$ cat config.mk
export PLATFORM = sky130hd
export DESIGN_NAME = micro_sequencer
export DESIGN_NICKNAME = d
export VERILOG_FILES = /design/src/rtl/micro_pkg.sv /design/src/rtl/micro_dispatch.sv /design/src/rtl/micro_sequencer.sv
export SDC_FILE = /design/constraint.sdc
export NUM_CORES = 1
export LEC_CHECK = 0
export BUFFER_PORTS_ARGS = -buffer_cell sky130_fd_sc_hd__buf_2
export CAP_MARGIN = 20
export CORE_AREA = 5 5 42 44
export DETAILED_ROUTE_END_ITERATION = 10
export DIE_AREA = 0 0 47 49
export GPL_TIMING_DRIVEN = 0
export PLACE_DENSITY = 0.77
export SLEW_MARGIN = 20
export SYNTH_ARGS = -nofsm -noshare
export SYNTH_HDL_FRONTEND = slang
export SYNTH_SLANG_ARGS = --single-unit
$ cat constraint.sdc
create_clock -name clk -period 2.5 [get_ports clk]
set_input_delay 0.25 -clock clk [delete_from_list [all_inputs] [get_ports clk]]
set_output_delay 0.25 -clock clk [all_outputs]
set_load 0.01 [all_outputs]
$ cat src/rtl/micro_pkg.sv
// Shared definitions for the multi-cycle MIPS microprogram sequencer.
//   - opcode constants for the IR[31:26] field
//   - microstate encodings S_FETCH..S_JUMP (4-bit micro-addresses)
//   - sequencing field codes used by the control store
//   - ALU-op select constants
package micro_pkg;

    localparam int UPC_W = 4;
    localparam int OP_W  = 6;

    localparam logic [OP_W-1:0] OP_RTYPE = 6'b000000;
    localparam logic [OP_W-1:0] OP_J     = 6'b000010;
    localparam logic [OP_W-1:0] OP_BEQ   = 6'b000100;
    localparam logic [OP_W-1:0] OP_LW    = 6'b100011;
    localparam logic [OP_W-1:0] OP_SW    = 6'b101011;

    localparam logic [UPC_W-1:0] S_FETCH   = 4'd0;
    localparam logic [UPC_W-1:0] S_DECODE  = 4'd1;
    localparam logic [UPC_W-1:0] S_MEMADDR = 4'd2;
    localparam logic [UPC_W-1:0] S_MEMRD   = 4'd3;
    localparam logic [UPC_W-1:0] S_MEMWB   = 4'd4;
    localparam logic [UPC_W-1:0] S_MEMWR   = 4'd5;
    localparam logic [UPC_W-1:0] S_EXEC    = 4'd6;
    localparam logic [UPC_W-1:0] S_RCOMP   = 4'd7;
    localparam logic [UPC_W-1:0] S_BRANCH  = 4'd8;
    localparam logic [UPC_W-1:0] S_JUMP    = 4'd9;

    typedef enum logic [1:0] {
        SEQ_INC   = 2'd0,
        SEQ_D1    = 2'd1,
        SEQ_D2    = 2'd2,
        SEQ_FETCH = 2'd3
    } seq_t;

    localparam logic [1:0] ALU_ADD   = 2'b00;
    localparam logic [1:0] ALU_SUB   = 2'b01;
    localparam logic [1:0] ALU_FUNCT = 2'b10;

endpackage

$ cat src/rtl/micro_dispatch.sv
// Dispatch ROMs for the microprogram sequencer (purely combinational).
//   op_code     in  6  IR[31:26]
//   disp1_addr  out 4  target of the DECODE dispatch
//   disp2_addr  out 4  target of the MEMADDR dispatch
//   illegal     out 1  op_code has no DECODE dispatch entry
module micro_dispatch
    import micro_pkg::*;
(
    input  logic [OP_W-1:0]  op_code,
    output logic [UPC_W-1:0] disp1_addr,
    output logic [UPC_W-1:0] disp2_addr,
    output logic             illegal
);

    always_comb begin
        disp1_addr = S_FETCH;
        illegal    = 1'b0;
        case (op_code)
            OP_RTYPE: disp1_addr = S_EXEC;
            OP_J:     disp1_addr = S_JUMP;
            OP_BEQ:   disp1_addr = S_BRANCH;
            OP_LW:    disp1_addr = S_MEMADDR;
            OP_SW:    disp1_addr = S_MEMADDR;
            default:  illegal    = 1'b1;
        endcase
    end

    // Only lw/sw reach MEMADDR, so the default is a silent return to fetch.
    always_comb begin
        disp2_addr = S_FETCH;
        case (op_code)
            OP_LW:   disp2_addr = S_MEMRD;
            OP_SW:   disp2_addr = S_MEMWR;
            default: disp2_addr = S_FETCH;
        endcase
    end

endmodule

$ cat src/rtl/micro_sequencer.sv
// Microprogram sequencer for the multi-cycle MIPS core: micro-PC register,
// control store and next-address selection.
//   clk, rst           clock (rising edge), asynchronous active-high reset
//   op_code    in  6   IR[31:26], used for dispatch
//   mem_ready  in  1   memory access complete; releases the wait states
//   upc        out 4   current micro-address
//   pc_write .. reg_dst  out 1  datapath controls
//   pc_source, alu_op, alu_src_b  out 2  datapath selects
//   illegal_op out 1   undecodable opcode seen in DECODE
//
// state   | meaning
// --------+-----------------------------------------------
// FETCH   | read instruction, PC+4; waits on mem_ready
// DECODE  | branch target calc, dispatch on opcode
// MEMADDR | effective address, dispatch lw/sw
// MEMRD   | data read; waits on mem_ready
// MEMWB   | load writeback to rt
// MEMWR   | data write; waits on mem_ready
// EXEC    | R-type ALU operation
// RCOMP   | R-type writeback to rd
// BRANCH  | beq compare, conditional PC write
// JUMP    | unconditional PC write
// 10..15  | never entered; all controls off, return to FETCH
module micro_sequencer
    import micro_pkg::*;
(
    input  logic             clk,
    input  logic             rst,
    input  logic [OP_W-1:0]  op_code,
    input  logic             mem_ready,
    output logic [UPC_W-1:0] upc,
    output logic             pc_write,
    output logic             pc_write_cond,
    output logic             i_or_d,
    output logic             mem_read,
    output logic             mem_write,
    output logic             ir_write,
    output logic             mem_to_reg,
    output logic             alu_src_a,
    output logic             reg_write,
    output logic             reg_dst,
    output logic [1:0]       pc_source,
    output logic [1:0]       alu_op,
    output logic [1:0]       alu_src_b,
    output logic             illegal_op
);

    logic [UPC_W-1:0] upc_next;
    logic [UPC_W-1:0] disp1_addr;
    logic [UPC_W-1:0] disp2_addr;
    logic             disp_illegal;
    seq_t             seq;
    logic             wait_mem;

    micro_dispatch u_dispatch (
        .op_code    (op_code),
        .disp1_addr (disp1_addr),
        .disp2_addr (disp2_addr),
        .illegal    (disp_illegal)
    );

    always_ff @(posedge clk or posedge rst) begin
        if (rst) begin
            upc <= S_FETCH;
        end else begin
            upc <= upc_next;
        end
    end

    always_comb begin
        pc_write      = 1'b0;
        pc_write_cond = 1'b0;
        i_or_d        = 1'b0;
        mem_read      = 1'b0;
        mem_write     = 1'b0;
        ir_write      = 1'b0;
        mem_to_reg    = 1'b0;
        alu_src_a     = 1'b0;
        reg_write     = 1'b0;
        reg_dst       = 1'b0;
        pc_source     = 2'b00;
        alu_op        = ALU_ADD;
        alu_src_b     = 2'b00;
        illegal_op    = 1'b0;
        seq           = SEQ_FETCH;
        wait_mem      = 1'b0;

        case (upc)
            S_FETCH: begin
                mem_read  = 1'b1;
                alu_src_b = 2'b01;
                // IR and PC only latch once the instruction word is valid.
                ir_write  = mem_ready;
                pc_write  = mem_ready;
                seq       = SEQ_INC;
                wait_mem  = 1'b1;
            end
            S_DECODE: begin
                alu_src_b  = 2'b11;
                alu_op     = ALU_ADD;
                illegal_op = disp_illegal;
                seq        = SEQ_D1;
            end
            S_MEMADDR: begin
                alu_src_a = 1'b1;
                alu_src_b = 2'b10;
                seq       = SEQ_D2;
            end
            S_MEMRD: begin
                mem_read = 1'b1;
                i_or_d   = 1'b1;
                seq      = SEQ_INC;
                wait_mem = 1'b1;
            end
            S_MEMWB: begin
                reg_write  = 1'b1;
                mem_to_reg = 1'b1;
            end
            S_MEMWR: begin
                mem_write = 1'b1;
                i_or_d    = 1'b1;
                wait_mem  = 1'b1;
            end
            S_EXEC: begin
                alu_src_a = 1'b1;
                alu_src_b = 2'b00;
                alu_op    = ALU_FUNCT;
                seq       = SEQ_INC;
            end
            S_RCOMP: begin
                reg_write = 1'b1;
                reg_dst   = 1'b1;
            end
            S_BRANCH: begin
                alu_src_a     = 1'b1;
                alu_op        = ALU_SUB;
                pc_write_cond = 1'b1;
                pc_source     = 2'b01;
            end
            S_JUMP: begin
                pc_write  = 1'b1;
                pc_source = 2'b10;
            end
            default: seq = SEQ_FETCH;
        endcase

        if (wait_mem && !mem_ready) begin
            upc_next = upc;
        end else begin
            case (seq)
                SEQ_INC:   upc_next = upc + 4'd1;
                SEQ_D1:    upc_next = disp1_addr;
                SEQ_D2:    upc_next = disp2_addr;
                default:   upc_next = S_FETCH;
            endcase
        end
    end

endmodule

==> metrics <==
proportion of layout cells with a drive suffix above 1=between 40% and 50%; logic depth of the worst register-to-register path=7; Slowest Stage Delay on Critical Path=around 0.42 ns; TritonCTS clock tree=yes; tightest slew margin relative to the limit=65.9%; number of antenna violations at the first check in global routing=0; synthesized instance count=77; leading register cell type out of synthesis=sky130_fd_sc_hd__dfrtp_1; cell chain of the critical path=inv_1 > ha_1 > buf_2 > and3_1 > or2_2 > buf_2; count of nets after finishing=125; Min-Delay Path Depth=3; core occupancy in the finished layout=approximately 56%; clock period minus final worst setup slack=roughly 2 ns; half-perimeter wire length of the detailed placement result=1.39 mm; signed area change from the synthesized netlist to the final layout=34.1%; buffer depth of the longest clock path=2; final weighted congestion of routability-driven global placement=around 0.83; kind of start point of the critical path=flop; Max Freq=roughly 500 MHz; Reg clk slew, reported paths=roughly 0.040 ns; post-layout instance count excluding filler cells=126; most frequent cell on the critical path=sky130_fd_sc_hd__buf_2; count of final hold-check violations=0; Worst path top cell family by delay=simple AND/OR/NAND/NOR gates; starting density of the core=slightly above 40%; Yosys warning count=0; Distinct cells, synth=37; top post-synthesis cells by area=sky130_fd_sc_hd__dfrtp_1, sky130_fd_sc_hd__ha_1, sky130_fd_sc_hd__and3_1, sky130_fd_sc_hd__nand2_1, sky130_fd_sc_hd__inv_1; Final Cycle Share=between 70% and 80%; GR Overflow Total=0; die area=2300 µm²; proportion of netlist area held by the largest area contributor=17.2%; Post-CTS Setup Bufs=0; proportion of synthesized flip-flops having asynchronous set or reset=100%; worst setup slack before clock tree synthesis=between 0.6 and 0.7 ns; Setup Skew=~0.0013 ns; die width=roughly 47 µm; routed wire length per instance=between 10 and 15 µm; insertion delay of the later-clocked pin in the worst-skew pair=between 0.2 and 0.25 ns; Power Density=between 900 and 1000 nW/µm²; Max-Cap Viols=0; number of flip-flops under the largest register name=4; synthesized area=581 µm²; pins over their slew limit=0; final count of negative-setup-slack endpoints=0; proportion of synthesized chip area in sequential cells=17.2%; required time of the critical path=around 2.3 ns; setup tns final=0 ns; global-route wire length before repair=2.84 mm; outcome=finished, final reports clean; wire length reported by the detailed router=1.74 mm; Synth Net Count=90; EDFF count, synth=0; antenna viol nets, final=0; deepest level of the CTS H-tree=1; type of the most critical hold path=in2reg; Power, Total=between 0.7 and 0.8 mW; number of global-route vias before repair=around 700; RSZ-0062 raised after global routing=false; instance count after placement with tap cells included=between 100 and 150; start of the worst register-to-register path=upc[0]; Arr. time, crit path=approximately 1.8 ns; biggest area consumer among synthesized cells=sky130_fd_sc_hd__dfrtp_1; top fanout value on the critical path=10; startpoint of the lowest-slack hold path=op_code[4]; per-instance average area after synthesis=7.54 µm²; Ports=30; clk sinks=4; DR iter-0 viols=15; Clock Tree Root=sky130_fd_sc_hd__clkbuf_4; floorplan row count=14; Core Region=1400 µm²; Hold WS=0.327 ns; Antenna Diode Count=0; post-cts gate resize count=0; total DRC errors in the routed layout=0; most used standard cells in the synthesized netlist=sky130_fd_sc_hd__and3_1, sky130_fd_sc_hd__nand2_1, sky130_fd_sc_hd__inv_1, sky130_fd_sc_hd__nor2_1; final standard cell area without fillers=just under 800 µm²; reg-to-reg critical path endpoint=upc[0]; worst-path cell with the longest stage delay=sky130_fd_sc_hd__dfrtp_1; count of input and output buffers=29; transition time of the tightest slew-check pin=between 0.5 and 0.6 ns; register ranked first by flip-flop count=upc; worst path setup slack after routing=approximately 0.50 ns; kind of end point of the critical path=output pin; vias post-DR=719; Die H=between 40 and 50 µm; area of placed instances=roughly 750 µm²; setup slack of the worst register-to-register path=roughly 0.58 ns; per-cell via count in the routed design=approximately 5.7; TritonCTS Buffers=3; overall track demand over capacity in global routing=15.9%; synthesized flop and latch total=4; terminating pin of the worst hold path=upc[3]; leakage power total=around 0.44 nW; largest registers=upc (4); worst setup path category=reg2out; pin count of the biggest net entering global routing=11; total buffers and inverters traversed by the critical path=3; drt first pass iters=4; worst voltage drop across the vdd grid=~0.00055 V
## tightest hold or removal path, stage by stage
cell and delay [ns]:
sky130_fd_sc_hd__buf_2 0.10, sky130_fd_sc_hd__or4_4 0.13, sky130_fd_sc_hd__a21oi_2 0.04
## cell families (layout without fill, tap and decap cells)
kind of cell / Yosys count / in the layout / share of synthesized area (%)
AO/OA/AOI/OAI: 20 / 20 / 24.6
XOR/XNOR: 1 / 1 / 1.51
adder cells (fa/ha/maj): 4 / 4 / 8.62
buffers and inverters: 11 / 44 / 9.70
flip-flops: 4 / 4 / 17.2
multiplexers: 2 / 2 / 3.45
AND/OR/NAND/NOR: 35 / 35 / 34.9
## cell type report
class                   count  area (µm²)
flip-flops and latches      4         100
inverters                   6        22.5
repair buffers             30         155
multi-input cells          62         424
clock buffers               3        22.5
plain buffers               5        33.8
fillers                   149         623
well taps                  16        20.0
## routing by layer
metal | routed length (µm) | up-vias | GRT usage [%]
met3 | 144 | 2 | 4.43
met5 | 0 | - | 0
met4 | 12 | 0 | 3.69
met2 | 938 | 33 | 29.2
met1 | 640 | 336 | 17.0
li1 | - | 348 | -
## timing repair
item                       4_1_cts  5_1_grt
hold buffers                     1        0
hold endpoints to repair         4        0
setup endpoints to repair        0        0
## power by group
part | switching [mW] | total (mW) | internal, mW
clock | 0.0272 | 0.0810 | 0.0538
combinational | 0.310 | 0.547 | 0.236
sequential | 0.0255 | 0.108 | 0.0827
## layout by cell type (no fill, tap or decap), types with 2 or more instances in the layout
| cell | netlist | layout |
|---|---|---|
| sky130_fd_sc_hd__o21ai_0 | 3 | 3 |
| sky130_fd_sc_hd__inv_1 | 6 | 6 |
| sky130_fd_sc_hd__buf_2 | 3 | 32 |
| sky130_fd_sc_hd__mux2i_1 | 2 | 2 |
| sky130_fd_sc_hd__nor3_1 | 3 | 3 |
| sky130_fd_sc_hd__or2_2 | 2 | 2 |
| sky130_fd_sc_hd__ha_1 | 4 | 4 |
| sky130_fd_sc_hd__a21oi_1 | 3 | 3 |
| sky130_fd_sc_hd__nor2_1 | 6 | 6 |
| sky130_fd_sc_hd__dfrtp_1 | 4 | 4 |
| sky130_fd_sc_hd__nand2_1 | 7 | 7 |
| sky130_fd_sc_hd__and3_1 | 7 | 7 |
| sky130_fd_sc_hd__clkbuf_4 | 0 | 3 |
| sky130_fd_sc_hd__o21a_1 | 2 | 2 |
| sky130_fd_sc_hd__nand3_1 | 2 | 2 |
## worst max path at each step
stage                start  cells after the start  slack (ns)        to
finish              upc[1]                      6        0.50  pc_write
global route        upc[1]                      6        0.41  pc_write
CTS                 upc[1]                      6        0.50  pc_write
detailed placement  upc[0]                      7        0.61    upc[0]
global placement    upc[0]                      7        0.67    upc[0]
floorplan           upc[0]                      6        0.75    upc[3]
(Power assumes the default switching activity.)
